### src/rtl/keypad_guess_collector.sv
// Keypad front end: synchronizes and debounces ten digit buttons, then packs four presses into a BCD guess offered over valid/ready.
// Optional macro KEYPAD_DUP_REJECT_EN: drop presses whose digit is already in the partial guess.
module keypad_guess_collector #(
  parameter int DEBOUNCE_CYCLES = 50000,
  parameter int CNT_W           = 16
) (
  input  logic        clk,
  input  logic        rst,
  input  logic [9:0]  key,
  input  logic        clear,
  output logic [15:0] guess,
  output logic        guess_valid,
  input  logic        guess_ready,
  output logic [2:0]  digit_count,
  output logic        key_event,
  output logic [3:0]  key_digit
);

  localparam logic [CNT_W-1:0] CNT_MAX = CNT_W'(DEBOUNCE_CYCLES - 1);

  typedef enum logic {COLLECT, OFFER} state_t;

  logic [9:0]       sync1_reg, sync2_reg, cand_prev_reg;
  logic [9:0]       stable_reg, stable_prev_reg;
  logic [CNT_W-1:0] cnt_reg, cnt_next;
  logic             key_event_reg;
  logic [3:0]       key_digit_reg;
  logic             press;
  logic             press_onehot;
  logic [3:0]       press_digit;
  logic             dup;
  logic [1:0]       slot;
  state_t           state_reg, state_next;
  logic [15:0]      guess_reg, guess_next;
  logic [2:0]       count_reg, count_next;

  always_comb begin
    cnt_next = cnt_reg;
    if (sync2_reg != cand_prev_reg) begin
      cnt_next = '0;
    end else if (cnt_reg != CNT_MAX) begin
      cnt_next = cnt_reg + 1'b1;
    end
  end

  always_ff @(posedge clk or negedge rst) begin
    if (!rst) begin
      sync1_reg       <= '0;
      sync2_reg       <= '0;
      cand_prev_reg   <= '0;
      cnt_reg         <= '0;
      stable_reg      <= '0;
      stable_prev_reg <= '0;
    end else begin
      sync1_reg       <= key;
      sync2_reg       <= sync1_reg;
      cand_prev_reg   <= sync2_reg;
      cnt_reg         <= cnt_next;
      stable_prev_reg <= stable_reg;
      if (cnt_next == CNT_MAX) begin
        stable_reg <= sync2_reg;
      end
    end
  end

  // A press is the debounced vector leaving all-zero for a single key; chords never qualify.
  always_comb begin
    press_onehot = (stable_reg != '0) && ((stable_reg & (stable_reg - 10'd1)) == '0);
    press        = press_onehot && (stable_prev_reg == '0);
    press_digit  = 4'd0;
    for (int i = 0; i < 10; i++) begin
      if (stable_reg[i]) begin
        press_digit = 4'(i);
      end
    end
  end

`ifdef KEYPAD_DUP_REJECT_EN
  // Unfilled slots hold 4'hF, which never equals a digit, so all four nibbles can be compared.
  logic [3:0] dup_hit;
  genvar gi;
  generate
    for (gi = 0; gi < 4; gi++) begin : g_dup
      assign dup_hit[gi] = (guess_reg[gi*4 +: 4] == press_digit);
    end
  endgenerate
  assign dup = |dup_hit;
`else
  assign dup = 1'b0;
`endif

  assign slot = 2'd3 - count_reg[1:0];

  always_comb begin
    state_next = state_reg;
    guess_next = guess_reg;
    count_next = count_reg;
    case (state_reg)
      COLLECT: begin
        if (clear) begin
          guess_next = 16'hFFFF;
          count_next = 3'd0;
        end else if (press && !dup) begin
          guess_next[{slot, 2'b00} +: 4] = press_digit;
          count_next = count_reg + 3'd1;
          if (count_reg == 3'd3) begin
            state_next = OFFER;
          end
        end
      end
      OFFER: begin
        if (guess_ready) begin
          state_next = COLLECT;
          guess_next = 16'hFFFF;
          count_next = 3'd0;
        end
      end
      default: begin
        state_next = COLLECT;
        guess_next = 16'hFFFF;
        count_next = 3'd0;
      end
    endcase
  end

  always_ff @(posedge clk or negedge rst) begin
    if (!rst) begin
      state_reg     <= COLLECT;
      guess_reg     <= 16'hFFFF;
      count_reg     <= 3'd0;
      key_event_reg <= 1'b0;
      key_digit_reg <= 4'd0;
    end else begin
      state_reg     <= state_next;
      guess_reg     <= guess_next;
      count_reg     <= count_next;
      key_event_reg <= press;
      if (press) begin
        key_digit_reg <= press_digit;
      end
    end
  end

  assign guess       = guess_reg;
  assign guess_valid = (state_reg == OFFER);
  assign digit_count = count_reg;
  assign key_event   = key_event_reg;
  assign key_digit   = key_digit_reg;

endmodule

### config.mk
export PLATFORM = sky130hd
export DESIGN_NAME = keypad_guess_collector
export DESIGN_NICKNAME = d
export VERILOG_FILES = /design/src/rtl/keypad_guess_collector.sv
export SDC_FILE = /design/constraint.sdc
export NUM_CORES = 1
export LEC_CHECK = 0
export ABC_AREA = 1
export CORE_UTILIZATION = 58
export DETAILED_ROUTE_END_ITERATION = 7
export GPL_TIMING_DRIVEN = 0
export PLACE_DENSITY_LB_ADDON = 0.15
export SYNTH_ARGS = -nofsm -noshare
export SYNTH_HDL_FRONTEND = slang
export SYNTH_SLANG_ARGS = --single-unit
### constraint.sdc
create_clock -name clk -period 2.1 [get_ports clk]
set_input_delay 0.21 -clock clk [delete_from_list [all_inputs] [get_ports clk]]
set_output_delay 0.21 -clock clk [all_outputs]
set_load 0.005 [all_outputs]
### After elaboration in Yosys (flattened, before gate mapping)

Index checks and enable logic that the tools add are counted.

* order comparisons: 0
* div/mod/pow operators: 0
* shift-type cells: 2
* bitwise logic cells: 2
* reductions and logical operators: 6
* $add $sub $neg: 5
* multiply operators: 0
* mux-type cells: 25
* equality and inequality tests: 6

Operators by type and width (count)
* $mux 16: 5
* $pmux 16 s2: 1
* $mux 4: 7
* $logic_not 10->1: 2
* $add 16x1->16 const B: 1
* $bwmux 16: 1
* $eq 16x16->1 const B: 1
* $ne 16x16->1 const B: 1
* $shift 4x6->16 const A: 1
* $shiftx 4x6->16: 1
* $and 10x10->10: 1
* $ne 10x10->1: 1
* $reduce_bool 10->1: 1
* $sub 10x1->10 const B: 1
* $mux 3: 3
* $neg 4->6: 1
* $pmux 3 s2: 1
* $mux 1: 5
* $add 3x1->3 const B: 1
* $eq 3x2->1 const B: 1
* $ne 3x3->1 const B: 1
* $logic_and 1x1->1: 2
* $mux 2: 1
* $ne 2x2->1 const B: 1
* other kinds (4): 4

* memories kept: 0
* bits in read-only memories: 0
* bits in latches: 0
* bits of input ports: 14
* output and inout port bits: 25
* word-level logic and storage cells: 57
* memory bits (writable): 0
* register bits: 91

### Longest topological paths before layout

Gate-level depths: netlist of run 1.

* word-level depth: 14
* mapped depth: 15
* gate-level depth less buffers: 15

### Worst setup path before layout of run 1

No wires, ideal clock.

* path kind: register to register
* start: register cnt_reg[1]
* end: register stable_reg[8]
* clock period less this slack: 1.858 ns
* library setup time: 0.117 ns
* data required time: 1.983 ns
* cell stages (with the launch flop): 15
* arrival time: 1.741 ns
* path buffers: 0
* setup slack: 0.242 ns
* path through: dfrtp_1 -> ha_1 -> nand2_2 -> nor2_4 -> nand2_2 -> clkinv_4 -> nand2_2 -> nand2_1 -> nand3_1 -> nor2_2 -> nand2_2 -> nor2_4 -> nand2_2 -> nand2_1 -> nand2_1

* longest elaborated chain between the ends: 4
* elaborated cells on any way between the ends: 5
* those cells by class: 1 x add/sub; 2 x eq/ne; 2 x mux

RTL lines
* start, declared: line 25 `logic [CNT_W-1:0] cnt_reg, cnt_next;`
* start signal, assigned: line 58 `cnt_reg <= cnt_next;`
* $add 16x1->16 / $ne 16x16->1 (equally long branches): line 42, 41
* $mux 16 (*): line 41 `end else if (cnt_reg != CNT_MAX) begin`
* $mux 16 (*): line 39 `if (sync2_reg != cand_prev_reg) begin`
* $eq 16x16->1 (*): line 60 `if (cnt_next == CNT_MAX) begin`
* end signal, assigned: line 61 `stable_reg <= sync2_reg;`
* end, declared: line 24 `logic [9:0] stable_reg, stable_prev_reg;`

Mark *: on every way between the ends. The rest lies on a longest branch, timed or not.
A chain may end at the register's enable or synchronous reset.

### Worst setup path in the final report of run 1

* start: register cnt_reg[1]
* end: register stable_reg[5]

Same word-level chain as after synthesis.

==> results of run 1 <==
## final cells by class
| type | instances | area [µm²] | share of cell area (%) |
|---|---|---|---|
| Clock buffer | 11 | 131 | 2.44 |
| Sequential cell | 91 | 2300 | 42.8 |
| Multi-Input combinational cell | 364 | 1930 | 35.8 |
| Timing Repair Buffer | 50 | 490 | 9.11 |
| Inverter | 79 | 302 | 5.60 |
| Clock inverter | 5 | 62.6 | 1.16 |
| Tap cell | 99 | 124 | 2.30 |
| Buffer | 7 | 45.0 | 0.836 |
## power groups by stage
stage               logic [mW]  clock network (mW)  registers, mW
floorplan                0.170                   0           1.96
global placement         0.380                   0           1.97
detailed placement       0.399                   0           1.97
CTS                      0.406                1.21           1.94
global route             0.465                1.27           1.95
finish                   0.417                1.18           1.94
## what timing repair did
action | in CTS | in global routing
resized for setup | 6 | 33
pin swaps | 0 | 6
hold buffers | 1 | 0
gates cloned | 0 | 2
setup buffers | 0 | 9
endpoints found under the setup margin | 17 | 36
endpoints found under the hold margin | 33 | 0
## kinds of logic (layout without fill, tap and decap cells)
family,after synthesis,in the layout,synth area share (%)
and+or+nand+nor,289,290,30.2
DFF,91,91,51.7
xor gates and xnor gates,8,8,1.58
AOI/OAI and AO/OA,60,60,7.18
buffers and inverters,86,152,7.66
adders and majority gates,6,6,1.69
## worst min path at each step
stage / start / end / slack, ns / cells past startpoint
global placement: sync1_reg[8] / sync2_reg[8] / 0.34 / 0
finish: key[2] / sync1_reg[2] / 0.28 / 1
detailed placement: rst / cand_prev_reg[2] / 0.24 / 1
global route: key[2] / sync1_reg[2] / 0.27 / 1
floorplan: rst / cand_prev_reg[0] / -0.09 / 0
CTS: key[3] / sync1_reg[3] / 0.27 / 1
## worst max-delay path: cells and delay by family, from the launching register on
kind                       cells  cell delay [ns]
buffers and inverters          2             0.27
and+or+nand+nor               11             1.11
adders and majority gates      1             0.17
DFF                            1             0.43
## synth_stat cells
| cell type | n | area share [%] |
|---|---|---|
| clkinv_4 | 1 | 0.20 |
| nand3_2 | 2 | 0.45 |
| o21ai_1 | 9 | 1.0 |
| nand2_1 | 150 | 13 |
| or2_2 | 1 | 0.14 |
| nand3_1 | 28 | 3.2 |
| a211oi_1 | 1 | 0.17 |
| inv_1 | 75 | 6.3 |
| o21ai_2 | 2 | 0.39 |
| nor2_4 | 5 | 1.3 |
| nor2_2 | 9 | 1.3 |
| buf_4 | 1 | 0.17 |
| ha_1 | 6 | 1.7 |
| and3_1 | 4 | 0.56 |
| clkbuf_2 | 1 | 0.11 |
| clkbuf_1 | 4 | 0.34 |
| nand4_1 | 11 | 1.5 |
| o21ai_0 | 24 | 2.7 |
| nor3b_1 | 1 | 0.17 |
| a31oi_1 | 7 | 0.99 |
| nand2_2 | 11 | 1.5 |
| clkinv_1 | 2 | 0.17 |
| nor3_1 | 6 | 0.68 |
| nand3_4 | 4 | 1.6 |
| nor2_1 | 55 | 4.6 |
| xor2_1 | 5 | 0.99 |
| dfstp_2 | 16 | 9.5 |
| a21oi_1 | 17 | 1.9 |
| xnor2_1 | 3 | 0.59 |
| dfrtp_1 | 75 | 42 |
| buf_6 | 1 | 0.25 |
| inv_2 | 1 | 0.084 |
| nand2_4 | 2 | 0.51 |
## through the flow
stage,std cells,power [mW],area (µm²),TNS [ns]
floorplan,540,2.14,4440,0
global placement,677,2.35,4950,-190.64
detailed placement,678,2.37,4970,-0.365
CTS,695,3.56,5190,-0.000432
global route,706,3.69,5390,-0.358
finish,706,3.53,5390,0
## metal layers
layer  vias to the layer above  part of all wire, %  track usage (%)
li1                       1826                    -                -
met1                      1766                   44             31.9
met2                        73                   52             41.7
met3                        13                  4.0             6.37
met4                         0                 0.82             5.92
met5                         -                    0                0
==> impl_metrics.csv, run 1 <==
group,metric,value,unit
cts,clk_path_buf_depth,2,
sta,worst_slew_pin_slew,0.569,ns
logic_synthesis,seq_area_frac_synth,51.7,%
floorplan,rows,31,
route,dr_total_vias,3678,
setup_path,cp_data_required_time,2.40,ns
setup_path,cp_common_cell,"nand2_2",
global_route,overflow,0,
logic_synthesis,yosysWarnings,0,
cts,htree_levels,3,
finish,nFillCells,541,
setup_path,reg2reg_to,"stable_reg[5]",
setup_path,rrSetupSlack,0.07,ns
place,hpwlAfterDp,6470,µm
power,clockPowerShare,33.3,%
finish,num_antenna_cells,0,
power,p_leak,2.55,nW
logic_synthesis,syn_area,0.00444,mm²
place,gp_congestion,0.875,
power,power_frac_seq,54.9,%
cts,cts_inserted_buffers,9,
global_route,track_usage,24.7,%
route,via_per_inst,5.21,
route,drt-initial-drc-count,163,
cts,clkLatencyLatePin,0.36,ns
sta,hold_violations,0,
finish,finalNetCount,622,
setup_path,critical_path.endpoint_type,"flop",
setup_path,cp_max_fo,5,
global_route,grt_pass1_wl,15000,µm
route,drc,0,
power,vdd_drop_max,0.000459,V
global_route,grt_max_degree,49,
cts,path_clk_slew,0.09,ns
route,firstDrtPassIters,7,
route,routed_wl,9560,µm
setup_path,worstPathArrival,2.33,ns
sta,clock_skew,0.0127,ns
logic_synthesis,synthCells,540,
setup_path,slowest_stage,"dfrtp_2",
sta,slew_violations,0,
route,ant_nets,0,
sta,min_period,2.03,ns
logic_synthesis,ys_ff_latch,91,
setup_path,critPathCapture,"stable_reg[5]",
floorplan,io_pins,39,
logic_synthesis,syn_area_per_cell,8.23,µm²
sta,slew-limit-headroom,61.9,%
logic_synthesis,synth_cell_type_count,33,
power,intPower,2.64,mW
finish,fin_util,73.5,%
sta,timing.hold.ws,0.284,ns
setup_path,critPathLaunchType,"flop",
route,wl_per_cell,13.5,µm
setup_path,timing_worst_setup_path_type,"flop to flop",
finish,area_delta_synth_final,21.2,%
floorplan,die_w,89.5,µm
sta,fin_ws,0.0672,ns
power,cellPowerDensity,656,mW/mm²
floorplan,start_util,60.6,%
cts,cts-root-buf,"clkbuf_8",
finish,final_cell_mix,"149 x nand2_1, 75 x inv_1, 69 x dfrtp_1",
global_route,grt_pass1_vias,3336,
setup_path,cp-startpoint,"cnt_reg[1]",
global_route,antenna_found_initial,0,
sta,finalSetupViolations,0,
floorplan,core-area,0.00733,mm²
setup_path,slowest_delay,0.43,ns
sta,finalCritPeriodShare,96.8,%
floorplan,die_area,0.00801,mm²
setup_path,path_cells,"ha_4 > nand2_2 > nor2_4 > nand2_2 > clkinv_4 > nand2_2 > nand2_1 > nand3_1 > nor2_2 > nand2_2 > nor2_4 > buf_4 > nand3_1 > nand2_1",
logic_synthesis,syn-num-nets,560,
job,max-cap-violations,0,
finish,drive_gt1_share,17.6,%
sta,max_freq,0.492,GHz
power,p_sw_share,25.2,%
floorplan,fp.dieH,89.5,µm
place,place.port_buffers,38,
finish,mostFrequentLayoutCell,"nand2_1",
power,comb_power_share,11.8,%
place,dp_slack,-0.0542,ns
power,switchingPower,0.891,mW
cts,tritoncts,"built",
status,status,"completed",
setup_path,r2r_start,"cnt_reg[1]",
setup_path,r2r_cells,14,
cts,cts_sinks,91,
worst_hold_path,min_path_type,"primary input to flop",
(Power assumes the default switching activity.)
==> run 2: changes to the inputs <==
--- a/config.mk
+++ b/config.mk
@@ -6,8 +6,9 @@
 export NUM_CORES = 1
 export LEC_CHECK = 0
 export ABC_AREA = 1
-export CORE_UTILIZATION = 58
+export CORE_UTILIZATION = 63
 export DETAILED_ROUTE_END_ITERATION = 7
+export DONT_BUFFER_PORTS = 1
 export GPL_TIMING_DRIVEN = 0
 export PLACE_DENSITY_LB_ADDON = 0.15
 export SYNTH_ARGS = -nofsm -noshare
==> run 2 against run 1 <==
  * The flow now finishes with violations (negative hold slack)
  * Via count is 4.8% lower
  * Wire length is 6.7% lower
  * Cell area is 6.0% lower
  * Hold slack worse by 0.74 ns
  * Highest routed layer unchanged
  * First-iteration DRC count is 1.2% higher
  * Global-route usage is 0.81 points higher
  * Combinational power is 42% lower
  * Register-to-register slack better by 0.07 ns
  * Critical endpoint is now stable_reg[1]
  * Sequential cell count stayed put
  * Critical path depth is 1 lower
==> impl_metrics.csv, run 2 (synthesis results as in run 1) <==
group,metric,value,unit
sta,min_period,1.97,ns
cts,tritoncts,"built",
status,status,"finished with violations",
setup_path,critical_path.endpoint_type,"flop",
route,drc,0,
route,routed_wl,8920,µm
cts,htree_levels,3,
setup_path,worstPathArrival,2.26,ns
global_route,grt_pass1_vias,3293,
setup_path,path_cells,"nor2_1 > nor2_1 > nor2_1 > nand3_1 > nor2_4 > clkbuf_2 > nand2_1 > nor2_1 > nand2_1 > nor2_4 > buf_6 > nand3_1 > nand2_1",
place,gp_congestion,0.939,
floorplan,rows,30,
setup_path,cp_data_required_time,2.39,ns
sta,max_freq,0.509,GHz
cts,path_clk_slew,0.09,ns
finish,num_antenna_cells,0,
route,drt-initial-drc-count,165,
setup_path,cp_top_family,"simple AND/OR/NAND/NOR gates",
setup_path,critPathLaunchType,"flop",
floorplan,core-area,0.00679,mm²
route,firstDrtPassIters,4,
finish,final_cell_mix,"149 x nand2_1, 75 x inv_1, 68 x dfrtp_1",
finish,nFillCells,498,
sta,slew_violations,0,
power,p_leak,2.45,nW
route,dr_total_vias,3502,
route,wl_per_cell,13.2,µm
cts,cts_sinks,91,
finish,fin_cells,675,
cts,cts_hold_buf,10,
setup_path,timing_worst_setup_path_type,"flop to flop",
floorplan,die_w,86.0,µm
floorplan,io_pins,39,
floorplan,start_util,65.4,%
cts,clk_path_buf_depth,2,
power,total_power,3.37,mW
sta,finalSetupViolations,0,
power,cellPowerDensity,666,mW/mm²
route,ant_nets,0,
place,hpwlAfterDp,5950,µm
setup_path,cp_max_fo,10,
sta,hold_violations,91,
job,max-cap-violations,0,
floorplan,fp.dieH,86.0,µm
cts,cts-root-buf,"clkbuf_8",
cts,clkLatencyLatePin,0.35,ns
place,dpl.cell_count,636,
route,via_per_inst,5.19,
cts,cts_inserted_buffers,9,
place,place.port_buffers,0,
global_route,overflow,0,
sta,clock_skew,0.00846,ns
setup_path,slowest_delay,0.43,ns
finish,mostFrequentLayoutCell,"nand2_1",
worst_hold_path,min_path_type,"primary input to async pin",
power,vdd_drop_max,0.000568,V
setup_path,slowest_stage,"dfrtp_1",
sta,worst_slew_pin_slew,0.544,ns
sta,finalCritPeriodShare,93.6,%
global_route,track_usage,25.5,%
global_route,grt_pass1_wl,14700,µm
sta,timing.hold.ws,-0.454,ns
sta,tns,0,ns
sta,slew-limit-headroom,63.6,%
global_route,antenna_found_initial,0,
finish,area_delta_synth_final,14.0,%
setup_path,cp_common_cell,"nor2_1",
setup_path,path_buf_inv,2,
status,violations,"negative hold slack",
floorplan,die_area,0.00739,mm²
finish,drive_gt1_share,18.3,%
global_route,grt_max_degree,92,
finish,finalNetCount,594,
-- run 2: worst paths after layout --
path / end / startpoint / cells after the start / slack [ns]
worst min register to register: sync2_reg[9] / sync1_reg[9] / 0 / 0.35
max in group asynchronous: guess[2] / rst / 0 / 2.35
worst max register to register: stable_reg[1] / sync2_reg[1] / 13 / 0.13
worst max-delay path: stable_reg[1] / sync2_reg[1] / 13 / 0.13
worst min-delay path: sync1_reg[2] / rst / 0 / -0.45
min in group clk: guess[8] / clear / 4 / 0.31
-- run 2: final cells by class --
type,instances,area [µm²],share of cell area [%]
Clock inverter,6,63.8,1.26
Tap cell,96,120,2.37
Buffer,7,43.8,0.865
Sequential cell,91,2310,45.5
Clock buffer,10,138,2.72
Timing Repair Buffer,23,195,3.85
Inverter,79,302,5.96
Multi-Input combinational cell,363,1900,37.4
-- run 2: worst register-to-register path, stage by stage, from the launching register on --
cell and delay, ns:
dfrtp_1 0.43, nor2_1 0.11, nor2_1 0.05, nor2_1 0.13, nand3_1 0.15, nor2_4 0.17, clkbuf_2 0.18, nand2_1 0.07
nor2_1 0.10, nand2_1 0.08, nor2_4 0.13, buf_6 0.15, nand3_1 0.09, nand2_1 0.08
-- run 2: through the flow --
stage          util, %  area, µm²  setup slack, ns
2_1_floorplan        -       4440            0.242
3_3_place_gp      67.2       4560          -0.0254
3_5_place_dp      67.2       4560          -0.0965
4_1_cts           71.9       4890           0.0278
5_1_grt           74.5       5060          -0.0123
6_report          74.5       5060            0.134
-- run 2: timing repair --
action	4_1_cts	5_1_grt
buffers inserted	1	12
hold endpoints to repair	101	91
setup endpoints to repair	15	36
pin swaps	0	5
gates cloned	0	0
resized for setup	4	28
-- run 2: per-layer routing --
metal	track usage [%]	up-vias	wire, µm
met5	0	-	0
met4	7.27	0	125
met3	5.87	17	344
met2	42.9	71	4400
met1	33.1	1654	4050
li1	-	1760	-
-- run 2: power by group --
part / total (mW) / internal, mW / switching (mW)
logic: 0.241 / 0.0936 / 0.147
registers: 1.95 / 1.88 / 0.0736
clock network: 1.17 / 0.582 / 0.593
